`src/rtl/apb_rambus_bridge.sv`:
```
// APB slave to RamBus register-interface bridge: one registered RamBus cycle per APB
// transfer, with a bounded wait for RamBusAck and PSLVERR on timeout.
module apb_rambus_bridge #(
  parameter int                ADDR_W         = 14,
  parameter int                DATA_W         = 32,
  parameter int                TIMEOUT_CYCLES = 255,
  parameter logic [DATA_W-1:0] ERR_RDATA      = 32'hDEADBEEF
) (
  input  logic              clk,
  input  logic              rst,
  input  logic [ADDR_W-1:0] PADDR,
  input  logic              PSEL,
  input  logic              PENABLE,
  input  logic              PWRITE,
  input  logic [DATA_W-1:0] PWDATA,
  output logic [DATA_W-1:0] PRDATA,
  output logic              PREADY,
  output logic              PSLVERR,
  output logic [ADDR_W-1:0] RamBusAddress,
  output logic [DATA_W-1:0] RamBusDataIn,
  output logic              RamBusnCs,
  output logic              RamBusWrnRd,
  output logic              RamBusLatch,
  input  logic [DATA_W-1:0] RamBusDataOut,
  input  logic              RamBusAck,
  output logic [7:0]        timeout_count,
  output logic              busy
);

  typedef enum logic [1:0] {IDLE, ISSUE, WAIT, RESP} stateType;

  // Index of the last wait cycle; a missing ack on that cycle is a timeout.
  localparam logic [15:0] WAIT_LAST = 16'(TIMEOUT_CYCLES - 1);

  stateType          stateReg, stateNext;
  logic [15:0]       waitCntReg, waitCntNext;
  logic [DATA_W-1:0] prdataNext;
  logic              preadyNext, pslverrNext;
  logic [ADDR_W-1:0] addrNext;
  logic [DATA_W-1:0] dataInNext;
  logic              nCsNext, wrNRdNext, latchNext;
  logic [7:0]        toCountNext;

  assign busy = (stateReg != IDLE);

  always_comb begin
    stateNext   = stateReg;
    waitCntNext = waitCntReg;
    prdataNext  = PRDATA;
    preadyNext  = 1'b0;
    pslverrNext = 1'b0;
    addrNext    = RamBusAddress;
    dataInNext  = RamBusDataIn;
    wrNRdNext   = RamBusWrnRd;
    nCsNext     = RamBusnCs;
    latchNext   = 1'b0;
    toCountNext = timeout_count;

    case (stateReg)
      IDLE: begin
        nCsNext = 1'b1;
        // Only a genuine setup phase starts a transfer; a bare access phase is ignored.
        if (PSEL && !PENABLE) begin
          addrNext   = PADDR;
          dataInNext = PWDATA;
          wrNRdNext  = PWRITE;
          nCsNext    = 1'b0;
          latchNext  = 1'b1;
          stateNext  = ISSUE;
        end
      end
      ISSUE: begin
        waitCntNext = '0;
        if (!PSEL) begin
          nCsNext   = 1'b1;
          stateNext = IDLE;
        end else begin
          stateNext = WAIT;
        end
      end
      WAIT: begin
        if (!PSEL) begin
          nCsNext   = 1'b1;
          stateNext = IDLE;
        end else if (RamBusAck) begin
          // Ack is checked before the timeout so a late-but-valid ack is never an error.
          nCsNext    = 1'b1;
          preadyNext = 1'b1;
          stateNext  = RESP;
          if (!RamBusWrnRd) prdataNext = RamBusDataOut;
        end else if (waitCntReg >= WAIT_LAST) begin
          nCsNext     = 1'b1;
          preadyNext  = 1'b1;
          pslverrNext = 1'b1;
          stateNext   = RESP;
          if (!RamBusWrnRd) prdataNext = ERR_RDATA;
          if (timeout_count != 8'hFF) toCountNext = timeout_count + 8'd1;
        end else begin
          waitCntNext = waitCntReg + 16'd1;
        end
      end
      RESP: begin
        stateNext = IDLE;
      end
      default: begin
        nCsNext   = 1'b1;
        stateNext = IDLE;
      end
    endcase
  end

  always_ff @(posedge clk or posedge rst) begin
    if (rst) begin
      stateReg      <= IDLE;
      waitCntReg    <= '0;
      PRDATA        <= '0;
      PREADY        <= 1'b0;
      PSLVERR       <= 1'b0;
      RamBusAddress <= '0;
      RamBusDataIn  <= '0;
      RamBusnCs     <= 1'b1;
      RamBusWrnRd   <= 1'b0;
      RamBusLatch   <= 1'b0;
      timeout_count <= '0;
    end else begin
      stateReg      <= stateNext;
      waitCntReg    <= waitCntNext;
      PRDATA        <= prdataNext;
      PREADY        <= preadyNext;
      PSLVERR       <= pslverrNext;
      RamBusAddress <= addrNext;
      RamBusDataIn  <= dataInNext;
      RamBusnCs     <= nCsNext;
      RamBusWrnRd   <= wrNRdNext;
      RamBusLatch   <= latchNext;
      timeout_count <= toCountNext;
    end
  end

endmodule

```
`config.mk`:
```
export PLATFORM = sky130hd
export DESIGN_NAME = apb_rambus_bridge
export DESIGN_NICKNAME = d
export VERILOG_FILES = /design/src/rtl/apb_rambus_bridge.sv
export SDC_FILE = /design/constraint.sdc
export NUM_CORES = 1
export LEC_CHECK = 0
export BUFFER_PORTS_ARGS = -buffer_cell sky130_fd_sc_hd__buf_4
export CAP_MARGIN = 20
export CORE_MARGIN = 4
export CORE_UTILIZATION = 48
export DETAILED_ROUTE_END_ITERATION = 8
export GPL_TIMING_DRIVEN = 0
export PLACE_DENSITY_LB_ADDON = 0.12
export SLEW_MARGIN = 20
export SYNTH_ARGS = -nofsm -noshare
export SYNTH_HDL_FRONTEND = slang
export SYNTH_SLANG_ARGS = --single-unit
```
`constraint.sdc`:
```
create_clock -name clk -period 3.4 [get_ports clk]
set_clock_uncertainty 0.05 [all_clocks]
set_input_delay 0.17 -clock clk [delete_from_list [all_inputs] [get_ports clk]]
set_output_delay 0.17 -clock clk [all_outputs]
set_load 0.03 [all_outputs]
```
==> impl_metrics.tcl <==
set metrics [dict create \
    irDropWorstVdd_v 0.0005098 \
    antenna_found_initial 0 \
    powerDensity_nw_per_um2 831.1 \
    cap_violations 0 \
    syn_avg_cell_area_um2 14.23 \
    initial_core_util_pct 49.53 \
    clock_latency_ns 0.36 \
    pre_cts_ws_ns 1.145 \
    status "complete, no violations" \
    cp.buffers_inverters 3 \
    finalPower_mw 5.668 \
    max_freq_ghz 0.4411 \
    min_period_ns 2.267 \
    final_common_cell "buf_4" \
    grt_pass1_wl_um 19480 \
    io_buffers 175 \
    setup_ws_ns 1.133 \
    root_buffer "clkbuf_8" \
    final_hold_viol_count 0 \
    top_level_ports 176 \
    synth_top_family_by_area "multiplexers" \
    ant_nets 0 \
    relSlewSlack_pct 41.40 \
    period_share_pct 66.68 \
    place_inst 589 \
    post-cts-setup-buffer-count 0 \
    syn2layout_area_growth_pct 57.13 \
    vias_per_cell 5.038 \
    yosys_warnings 0 \
    path_cells "inv_1, ha_1, nand2_1, buf_2, buf_1, mux2_2" \
    wirelength_um 11900 \
    first_pass_iters 5 \
    path_class "flip-flop to flip-flop" \
    core-area_um2 8763 \
    dieWidth_um 103.1 \
    fin_util_pct 77.83 \
    cts_resized 0 \
    finalMaxSlewViolations 0 \
    htreeDepth 3 \
    synth_nets 396 \
    yosys.area_share.simple_pct 7.639 \
    gr-usage-all-layers_pct 23.83 \
    cp-end-kind "flip-flop" \
    synth_edf_count 0 \
    syn_inst 305 \
    drcViolationCount 0 \
    synthAdderAreaFrac_pct 2.018 \
    yosysSeqAreaShare_pct 62.87 \
    muxShareOfSynthArea_pct 12.54 \
    clockBufferDepth 2 \
    avgRoutedWirePerCell_um 17.40 \
    synth-seq-cells 109 \
    grt_max_degree 82 \
    place_congestion 0.8001 \
    antenna_cells 0 \
    synth_top_flop_cell "dfrtp_1" \
    timing.setup.tns_ns 0 \
    drt_iter0_drc 114 \
    crit_arrival_ns 2.46 \
    fp.dieH_um 103.1 \
    synth_cell_types 43 \
    grt_pass1_vias 3887 \
    final_nets 663 \
    worstPathMaxFanout 10 \
    tritoncts "done" \
    rows 34 \
    fp.dieArea_um2 10630 \
    rsz0062_at_grt "no" \
    setup_viol 0 \
    cts.sinks 109 \
    netlist_area_um2 4340 \
    drive_gt1_share_pct 44.27 \
    grt_overflow 0 \
    crit_family "buffers and inverters" \
    worst_slew_pin_slew_ns 0.8771 \
    synth_compound_area_share_pct 10.23 \
    fin_cells 684 \
    clk_pin_slew_ns 0.10 \
    ys_async_sr_fraction_pct 100.0 \
    hold_class "input port to flip-flop" \
    startpoint_type "flip-flop" \
    required_ns 3.60 \
    critPathSlowestCell "buf_1" \
    hpwl_um 8025 \
    layout_common_cells "176 x buf_4, 108 x dfrtp_1, 80 x dlygate4sd3_1" \
    power.leakage_nw 3.317 \
    cts_buffers 9 \
    cpPeakStageDelay_ns 0.47 \
    synth-xor-area-share_pct 2.220 \
    vias 3446 \
]
[kinds of logic after synthesis]
group	Yosys count
adders and majority gates	7
DFF	109
and+or+nand+nor	58
muxes	48
xor gates and xnor gates	11
buffers and inverters	21
AOI/OAI and AO/OA	51
[cell usage after synthesis (3+ instances only)]
cell | instances | area (µm²)
and2_1 | 10 | 62.56
and3_1 | 3 | 18.77
a22o_1 | 8 | 70.07
o22a_1 | 24 | 210.2
nor2_1 | 10 | 37.54
buf_6 | 3 | 33.78
dfrtp_1 | 108 | 2703
a21oi_1 | 6 | 30.03
mux2_2 | 47 | 529.3
nand3_1 | 6 | 30.03
ha_1 | 7 | 87.58
xor2_1 | 4 | 35.03
nand2b_1 | 3 | 18.77
clkbuf_1 | 5 | 18.77
o21ai_0 | 3 | 15.01
inv_1 | 8 | 30.03
nand2_1 | 9 | 33.78
xnor2_1 | 7 | 61.31
nand4_1 | 5 | 31.28
[per-stage QoR]
stage | hold WS (ns) | cell area (µm²)
after floorplan | 0.2392 | 4340
after global placement | 0.3471 | 5789
after detailed placement | 0.1072 | 5822
after CTS | 0.003075 | 6810
after global routing | 0.01893 | 6820
final | 0.03009 | 6820
[area by class of cell]
cell class              instances  area (µm²)
well taps                     108       135.1
plain buffers                  13       77.57
inverters                       8       35.03
multi-input cells             175        1504
repair buffers                256        2142
clock buffers                  10       137.6
fillers                       522        1943
clock inverters                 5       60.06
flip-flops and latches        109        2729
[repair_timing]
| item | in CTS | in global routing |
|---|---|---|
| hold endpoints to repair | 106 | 1 |
| hold buffers | 79 | 1 |
| endpoints found under the setup margin | 0 | 0 |
[worst register-to-register path: cells and delay by family (launching register included)]
| kind | cells | cell delay (ns) |
|---|---|---|
| buf+inv | 3 | 0.84 |
| flops | 1 | 0.43 |
| mux | 1 | 0.41 |
| fa+ha+maj | 1 | 0.25 |
| simple gates | 1 | 0.18 |
[flip-flops by register name, summed over array words and instances, names as in the netlist]
signal	count
PRDATA	32
PREADY	1
PSLVERR	1
RamBusAddress	14
RamBusDataIn	32
RamBusLatch	1
RamBusWrnRd	1
RamBusnCs	1
stateReg	2
timeout_count	8
waitCntReg	16
[routing by layer]
layer | track usage (%) | vias to the layer above | part of all wire (%)
met2 | 40.75 | 114 | 52
li1 | - | 1622 | -
met4 | 9.064 | 0 | 3.1
met3 | 7.240 | 26 | 7.2
met1 | 28.29 | 1684 | 38
met5 | 0 | - | 0
[where the power goes]
part / leakage (nW) / total (mW) / internal (mW) / switching (mW)
Sequential: 1.37 / 2.10 / 1.79 / 0.306
Combinational: 1.85 / 2.78 / 1.17 / 1.61
Clock: 0.0987 / 0.794 / 0.360 / 0.434
Total: 3.32 / 5.67 / 3.32 / 2.35
[worst paths after layout]
check / slack (ns) / endpoint / cells past startpoint / from
max: 1.13 / RamBusDataIn[28] / 6 / stateReg[0]
min: 0.03 / PREADY / 3 / RamBusAck
max reg2reg: 1.13 / RamBusDataIn[28] / 6 / stateReg[0]
min reg2reg: 0.44 / timeout_count[5] / 1 / timeout_count[5]
max in group asynchronous: 2.32 / RamBusDataIn[12] / 4 / rst
min in group asynchronous: 0.29 / RamBusAddress[7] / 3 / rst
Power figures use the tool's default switching activity.
